[config.mk]
export PLATFORM = sky130hd
export DESIGN_NAME = signal_measure
export DESIGN_NICKNAME = d
export VERILOG_FILES = /design/src/rtl/signal_measure_pkg.sv /design/src/rtl/signal_measure_edge_sync.sv /design/src/rtl/signal_measure.sv
export SDC_FILE = /design/constraint.sdc
export NUM_CORES = 1
export LEC_CHECK = 0
export ABC_AREA = 1
export BUFFER_PORTS_ARGS = -buffer_cell sky130_fd_sc_hd__clkbuf_2
export CAP_MARGIN = 20
export CORE_ASPECT_RATIO = 0.9
export CORE_UTILIZATION = 46
export DETAILED_ROUTE_END_ITERATION = 16
export GPL_TIMING_DRIVEN = 1
export PLACE_DENSITY_LB_ADDON = 0.15
export SYNTH_ARGS = -nofsm -noshare
export SYNTH_HDL_FRONTEND = slang
export SYNTH_SLANG_ARGS = --single-unit
[constraint.sdc]
create_clock -name Clk -period 7.6 [get_ports Clk]
set_clock_uncertainty 0.2 [all_clocks]
set_input_delay 0.38 -clock Clk [delete_from_list [all_inputs] [get_ports Clk]]
set_output_delay 0.38 -clock Clk [all_outputs]
set_load 0.01 [all_outputs]
[src/rtl/signal_measure_pkg.sv]
// Shared definitions for the signal period / high-time measurement block:
// FSM state encoding, default accumulator width and the averaging-select
// to number-of-periods mapping.
package signal_measure_pkg;

  // Default width of the period and high-time accumulators.
  localparam int CNT_W_DEFAULT = 24;

  // Width of the periods-seen counter; must hold the largest period count (8).
  localparam int SEEN_W = 4;

  // Measurement sequencer states.
  typedef enum logic [1:0] {
    ST_IDLE    = 2'd0,
    ST_ARM     = 2'd1,
    ST_MEASURE = 2'd2,
    ST_DONE    = 2'd3
  } state_t;

  // AvgSel 0/1/2/3 selects 1/2/4/8 accumulated periods.
  function automatic logic [SEEN_W-1:0] periods_for(input logic [1:0] avg_sel);
    return 4'd1 << avg_sel;
  endfunction

endpackage

[src/rtl/signal_measure_edge_sync.sv]
// Purpose: two-flop synchronizer for an asynchronous input plus a delay flop for rise detection.
// Latency: level_o lags the input by 2 cycles, rise_o pulses 2 cycles after a rising input edge.
// Backpressure: none; free-running, one rise pulse per synchronized rising edge.
module edge_sync (
  input  logic clk_i,
  input  logic rst_i,
  input  logic async_i,
  output logic level_o,
  output logic rise_o
);

  logic sync1_q;
  logic sync2_q;
  logic dly_q;

  // Metastability filter followed by a one-cycle delayed copy for edge detection.
  always_ff @(posedge clk_i or posedge rst_i) begin
    if (rst_i) begin
      sync1_q <= 1'b0;
      sync2_q <= 1'b0;
      dly_q   <= 1'b0;
    end else begin
      sync1_q <= async_i;
      sync2_q <= sync1_q;
      dly_q   <= sync2_q;
    end
  end

  assign level_o = sync2_q;
  assign rise_o  = sync2_q & ~dly_q;

endmodule

[src/rtl/signal_measure.sv]
// Purpose: measures period and high time of an asynchronous input, summed over 1/2/4/8 periods.
// Latency: result Valid one cycle after the closing synchronized rising edge; sync delay cancels.
// Backpressure: none; Start outside IDLE is ignored, stuck inputs end in a Timeout pulse.
module signal_measure
  import signal_measure_pkg::*;
#(
  parameter int CNT_W = CNT_W_DEFAULT
) (
  input  logic             Clk,
  input  logic             Rst,
  input  logic             SignalIn,
  input  logic             Start,
  input  logic [1:0]       AvgSel,
  output logic [CNT_W-1:0] PeriodCount,
  output logic [CNT_W-1:0] HighCount,
  output logic             Valid,
  output logic             Busy,
  output logic             Timeout
);

  localparam logic [CNT_W-1:0] CNT_ONE = {{(CNT_W-1){1'b0}}, 1'b1};
  localparam logic [CNT_W-1:0] CNT_MAX = {CNT_W{1'b1}};

  logic              sig_level;
  logic              sig_rise;

  state_t            state_q;
  logic [1:0]        avg_q;
  logic [CNT_W-1:0]  per_q;
  logic [CNT_W-1:0]  per_d;
  logic [CNT_W-1:0]  high_q;
  logic [CNT_W-1:0]  high_d;
  logic [SEEN_W-1:0] seen_q;
  logic [SEEN_W-1:0] seen_d;
  logic [CNT_W-1:0]  per_out_q;
  logic [CNT_W-1:0]  high_out_q;
  logic              valid_q;
  logic              busy_q;
  logic              timeout_q;
  logic              at_limit;
  logic              last_edge;

  edge_sync u_edge_sync (
    .clk_i   (Clk),
    .rst_i   (Rst),
    .async_i (SignalIn),
    .level_o (sig_level),
    .rise_o  (sig_rise)
  );

  // Next values of the working counters; the limit check looks at the value
  // the period counter would take so it can never wrap past all-ones.
  always_comb begin
    per_d     = per_q + CNT_ONE;
    high_d    = sig_level ? (high_q + CNT_ONE) : high_q;
    seen_d    = seen_q + 4'd1;
    at_limit  = (per_d == CNT_MAX);
    last_edge = sig_rise && (seen_d == periods_for(avg_q));
  end

  // Measurement sequencer with registered result, Valid, Busy and Timeout.
  // The period counter restarts at 0 on the opening edge and then counts every
  // MEASURE cycle including the closing edge, giving exactly t_end - t0 cycles.
  // The high counter samples the same cycles; since the level is 1 on both the
  // opening and closing edge cycles this equals the high cycles in [t0, t_end-1].
  always_ff @(posedge Clk or posedge Rst) begin
    if (Rst) begin
      state_q    <= ST_IDLE;
      avg_q      <= 2'd0;
      per_q      <= '0;
      high_q     <= '0;
      seen_q     <= '0;
      per_out_q  <= '0;
      high_out_q <= '0;
      valid_q    <= 1'b0;
      busy_q     <= 1'b0;
      timeout_q  <= 1'b0;
    end else begin
      valid_q   <= 1'b0;
      timeout_q <= 1'b0;
      case (state_q)
        ST_IDLE: begin
          if (Start) begin
            state_q <= ST_ARM;
            avg_q   <= AvgSel;
            per_q   <= '0;
            high_q  <= '0;
            seen_q  <= '0;
            busy_q  <= 1'b1;
          end
        end

        ST_ARM: begin
          // Threshold is checked before the edge so a coincident edge loses.
          if (at_limit) begin
            state_q   <= ST_IDLE;
            busy_q    <= 1'b0;
            timeout_q <= 1'b1;
          end else if (sig_rise) begin
            state_q <= ST_MEASURE;
            per_q   <= '0;
            high_q  <= '0;
            seen_q  <= '0;
          end else begin
            per_q <= per_d;
          end
        end

        ST_MEASURE: begin
          if (at_limit) begin
            state_q   <= ST_IDLE;
            busy_q    <= 1'b0;
            timeout_q <= 1'b1;
          end else begin
            per_q  <= per_d;
            high_q <= high_d;
            if (sig_rise) begin
              seen_q <= seen_d;
            end
            if (last_edge) begin
              state_q    <= ST_DONE;
              per_out_q  <= per_d;
              high_out_q <= high_d;
              valid_q    <= 1'b1;
              busy_q     <= 1'b0;
            end
          end
        end

        ST_DONE: begin
          // Result is already on the outputs with Valid high; Start is ignored here.
          state_q <= ST_IDLE;
        end

        default: begin
          state_q <= ST_IDLE;
          busy_q  <= 1'b0;
        end
      endcase
    end
  end

  assign PeriodCount = per_out_q;
  assign HighCount   = high_out_q;
  assign Valid       = valid_q;
  assign Busy        = busy_q;
  assign Timeout     = timeout_q;

endmodule

### Word-level counts from Yosys, hierarchy flattened

Index checks and enable logic that the tools add are counted.

| operators by class | value |
|---|---|
| mux-type cells | 32 |
| shifts and indexed selects | 1 |
| equality and inequality tests | 13 |
| reduce and logical (&&, ||, !) cells | 11 |
| bitwise operators | 3 |
| add/sub/neg operators | 3 |

Operator list:

| cell | number |
|---|---|
| $mux 24 | 8 |
| $pmux 24 s3 | 2 |
| $add 24x1->24 const B | 2 |
| $eq 24x24->1 const B | 1 |
| $mux 4 | 5 |
| $ne 2x2->1 const B | 6 |
| $pmux 4 s3 | 1 |
| $mux 2 | 5 |
| $mux 1 | 9 |
| $pmux 2 s4 | 1 |
| $reduce_and 4->1 | 2 |
| $ne 3x3->1 const B | 2 |
| $reduce_and 3->1 | 2 |
| $reduce_and 6->1 | 1 |
| $reduce_and 5->1 | 1 |
| $add 4x1->4 const B | 1 |
| $eq 2x2->1 const B | 2 |
| $eq 4x4->1 | 1 |
| $shl 1x2->4 const A | 1 |
| $pmux 1 s3 | 1 |
| $reduce_bool 3->1 | 1 |
| $eq 2x1->1 const B | 1 |
| $logic_not 2->1 | 1 |
| $not 1->1 | 2 |
| other kinds (4) | 4 |

| word-level totals | value |
|---|---|
| word-level logic and storage cells | 76 |
| bits in registers | 110 |
| input port bits | 6 |

### Depth between registers and ports, before layout

| logic depth | value |
|---|---|
| word-level depth | 6 |
| depth in mapped cells | 19 |
| mapped depth without buffers | 18 |

### Cells and area by module

From an unflattened synthesis, not the netlist that was laid out.

| unflattened totals | value |
|---|---|
| cell total of the unflattened synthesis | 831 |
| area, all modules | 6105.9 um2 |

By module, submodules not included:

| module | instances | cells an instance | sequential area each (um2) | area an instance (um2) |
|---|---|---|---|---|
| signal_measure | 1 | 825 | 2677.6 | 6017.0 |
| edge_sync | 1 | 6 | 75.1 | 88.8 |

### Least setup slack after synthesis

Ideal clock, no wire load.

| path | value |
|---|---|
| path type | register -> register |
| from | register per_q[1] |
| to | register per_q[0] |
| clock period less this slack | 2.445 ns |
| stages on the path, launching flop included | 14 |
| slack | 5.155 ns |
| path buffers | 1 |
| arrival | 2.115 ns |
| cell sequence | dfrtp_1 > ha_1 > nand2_2 > nor2_4 > nand3_1 > xor2_1 > nand2_1 > nor2_1 > nand3_2 > nor2_4 > nand2_4 > nand2_4 > clkbuf_1 > o21ai_0 |

| between the ends | value |
|---|---|
| word-level cells in the longest chain between the ends | 4 |

Ends and longest elaborated chain:

| element | line | source |
|---|---|---|
| start: declaration | signal_measure.sv:29 | `logic [CNT_W-1:0] per_q;` |
| start signal: assignment | signal_measure.sv:105 | `per_q <= per_d;` |
| start signal: assignment | signal_measure.sv:115 | `per_q <= per_d;` |
| $add 24x1->24 * | signal_measure.sv:54 | `per_d = per_q + CNT_ONE;` |
| $eq 24x24->1 * | signal_measure.sv:57 | `at_limit = (per_d == CNT_MAX);` |
| $ne 2x2->1 (no source line) | - |  |
| $reduce_and 4->1 (no source line) * | - |  |

Every way passes the cells marked *; elsewhere a longest branch is shown, timed or not.
A chain may end at the register's enable or synchronous reset.

### Final worst setup path

| path | value |
|---|---|
| from | register per_q[1] |
| to | register per_out_q[19], in the netlist PeriodCount[19] |

| between the ends | value |
|---|---|
| word-level cells in the longest chain between the ends | 4 |

Ends and longest elaborated chain:

| element | line | source |
|---|---|---|
| $add 24x1->24 * | signal_measure.sv:54 |  |
| $eq 24x24->1 | signal_measure.sv:57 |  |
| $not 1->1 (no source line) | - |  |
| $reduce_and 3->1 (no source line) | - |  |
| end signal: assignment | signal_measure.sv:122 | `per_out_q <= per_d;` |
| end: declaration | signal_measure.sv:35 | `logic [CNT_W-1:0] per_out_q;` |

Marked as above.

==> flow_summary.json <==
{
  "status": "complete, no violations",
  "cts.sinks": 110,
  "routed_wirelength_um": 13400,
  "internal_power_uw": 938.6,
  "ir_drop_mv": 0.1309,
  "yosys.area.top_type": "dfrtp_1",
  "slowest_delay_ns": 0.74,
  "vias": 4899,
  "htreeDepth": 3,
  "avgSynthCellArea_um2": 7.694,
  "arrival_ns": 3.41,
  "synth-simple-area-share_pct": 32.23,
  "synth-seq-cells": 110,
  "layout.cells.non_filler": 984,
  "ios": 57,
  "ys_types": 33,
  "grt_remaining_overflow": 0,
  "drc": 0,
  "design_area_um2": 6580,
  "synth.top_cell.area_share_pct": 46.40,
  "timing.final.crit_share_pct": 43.61,
  "synth_edf_count": 0,
  "cts.path.max_buffers": 2,
  "drv_cap": 0,
  "path_buf_inv": 2,
  "antenna_found_initial": 0,
  "power.leakage_nw": 3.111,
  "path_common_cell": "nand2_1",
  "grt_pass1_wl_um": 22740,
  "nFillCells": 1139,
  "hpwl_um": 9488,
  "seq_power_share_pct": 44.6,
  "cp_top_family": "simple AND/OR/NAND/NOR gates",
  "combPwrFrac_pct": 21.5,
  "setup_viol": 0,
  "period_minus_slack_ns": 3.314,
  "fin_ws_ns": 4.286,
  "final_util_pct": 53.43,
  "antenna_cells": 0,
  "drv_slew": 0,
  "core_um2": 12310,
  "rows": 38,
  "synth-compound-area-share_pct": 8.690,
  "timing.hold.ws_ns": 0.07397,
  "fmax_ghz": 0.3017,
  "finalNetCount": 834,
  "tightest_slew_ns": 1.011,
  "cts_resized": 0,
  "syn_to_final_growth_pct": 10.93,
  "cp_max_fo": 30,
  "power.density_nw_per_um2": 215.3,
  "regArea_um2": 2753,
  "first_global_vias": 4620,
  "power_mw": 1.417,
  "switchingPower_uw": 478.2,
  "numCtsBuffers": 9,
  "die_w_um": 121.7,
  "ant_nets": 0,
  "endpoint_kind": "flip-flop",
  "grt_max_degree": 67,
  "ys_warn_count": 0,
  "drt_iter0_drc": 368,
  "clkPwrFrac_pct": 34.0,
  "die-area_um2": 13350,
  "grt.total_usage_pct": 22.17,
  "hp-class": "in -> reg",
  "syn-instance-count": 771,
  "final_layout_size_suffix_gt1_share_pct": 14.56,
  "numPlacedInstances": 966,
  "postCtsSetupRepairBufs": 0,
  "synth_ff_type": "dfrtp_1",
  "worst_path_max_delay_cell": "inv_1",
  "slew_headroom_pct": 32.52,
  "final-hold-violation-count": 0,
  "synthTopCellsByCount": "317 x nand2_1, 110 x dfrtp_1, 60 x inv_1",
  "start_util_pct": 48.17,
  "synthTopCellsByArea": "dfrtp_1 46%, nand2_1 20%, o21ai_0 4.6%",
  "syn_nets": 786,
  "fin_tns_setup_ns": 0,
  "multi_input_area_um2": 2768,
  "placed_area_um2": 6262,
  "cts_root_buf": "clkbuf_16",
  "synth_mux_area_share_pct": 0,
  "switching_share_pct": 33.75,
  "rsz0062_at_grt": "false",
  "dieHeight_um": 109.7,
  "clk_latency_ns": 0.36,
  "drt-pass1-iter-count": 5,
  "synth_top_family_by_area": "simple AND/OR/NAND/NOR gates",
  "synthAdderAreaFrac_pct": 1.898,
  "synth_area_um2": 5932,
  "critical_path_class": "reg -> reg",
  "path_cells": "ha_1, nand2_2, nor2_4, nand3_1, nor2_1, nand2_1, nand2_1, inv_1, nand2_1, nor2_1, nand2_1, nor2_4, nor2_2, nand2_2, inv_1, nand2_1, nand2_1",
  "numPortBuffers": 56,
  "routedWlPerCell_um": 13.62,
  "clkTransAtPathRegs_ns": 0.07,
  "cp-start-kind": "flip-flop",
  "yosysMostFrequentCell": "nand2_1",
  "synth_xor_xnor_area_share_pct": 3.839,
  "cts.hold.buffers_added": 2,
  "gp_congestion": 0.8677,
  "viasPerCell": 4.979,
  "yosysSeqAreaShare_pct": 46.40,
  "cts_tree": "built",
  "synthArstFlopShare_pct": 100.0,
  "dp_slack_ns": 4.364,
  "worstPathRequired_ns": 7.69
}
[worst min-delay path: cells and delay by family]
family                 cells  cell delay (ns)
AND/OR/NAND/NOR            1             0.03
buffers and inverters      1             0.07
AO/OA/AOI/OAI              1             0.10
[registers in the layout, summed over array words and instances, names as in the netlist, 2 cells and up]
| register | count |
|---|---|
| seen_q | 4 |
| state_q | 2 |
| avg_q | 2 |
| per_q | 24 |
| HighCount | 24 |
| high_q | 24 |
| PeriodCount | 24 |
[logic make-up after synthesis]
group,Yosys count
adders and majority gates,9
xor gates and xnor gates,26
AOI/OAI and AO/OA,88
and+or+nand+nor,451
DFF,110
buffers and inverters,87
[layer usage]
layer	vias up	track usage, %	wire [um]
met5	-	0	0
met4	0	5.026	118
met3	10	5.602	756
met2	129	33.08	5707
met1	2242	32.18	6819
li1	2518	-	-
[power by group through the flow]
stage	combinational, mW	clock, mW	sequential (mW)
finish	0.304	0.481	0.632
global placement	0.298	0	0.641
CTS	0.306	0.493	0.632
detailed placement	0.302	0	0.643
floorplan	0.268	0	0.641
global route	0.350	0.519	0.635
[worst paths after layout]
path                            slack [ns]                   to                 from  depth (start not counted)
worst min-delay path                  0.07             avg_q[0]            AvgSel[0]                          3
worst max-delay path                  4.29      PeriodCount[19]             per_q[1]                         17
min in group asynchronous             0.46       PeriodCount[7]                  Rst                          3
worst min register to register        0.15  u_edge_sync.level_o  u_edge_sync.sync1_q                          0
worst max register to register        4.29      PeriodCount[19]             per_q[1]                         17
max in group asynchronous             5.55        HighCount[20]                  Rst                          4
[cells in the final DEF, fill, tap and decap left out, drive strengths merged]
cell type and instances:
o21bai 3, nand2 327, nor4 1, clkinv 3, o21ai 79, nand3 30, clkinvlp 1, and2 1
nor3 6, dlygate4sd3 2, nand3b 3, or2 5, nand4 13, clkbuf 66, a21oi 5, dfrtp 110
xor2 19, a221oi 1, xnor2 7, buf 3, bufinv 1, ha 9, inv 64, nor2 65
[area by class of cell]
| class | count | area share [%] |
|---|---|---|
| Multi-Input combinational cell | 574 | 42.06 |
| Sequential cell | 110 | 41.83 |
| Timing Repair Buffer | 61 | 4.906 |
| Inverter | 63 | 3.632 |
| Clock buffer | 10 | 3.480 |
| Tap cell | 160 | 3.042 |
| Clock inverter | 6 | 1.046 |
Power figures use the tool's default switching activity.
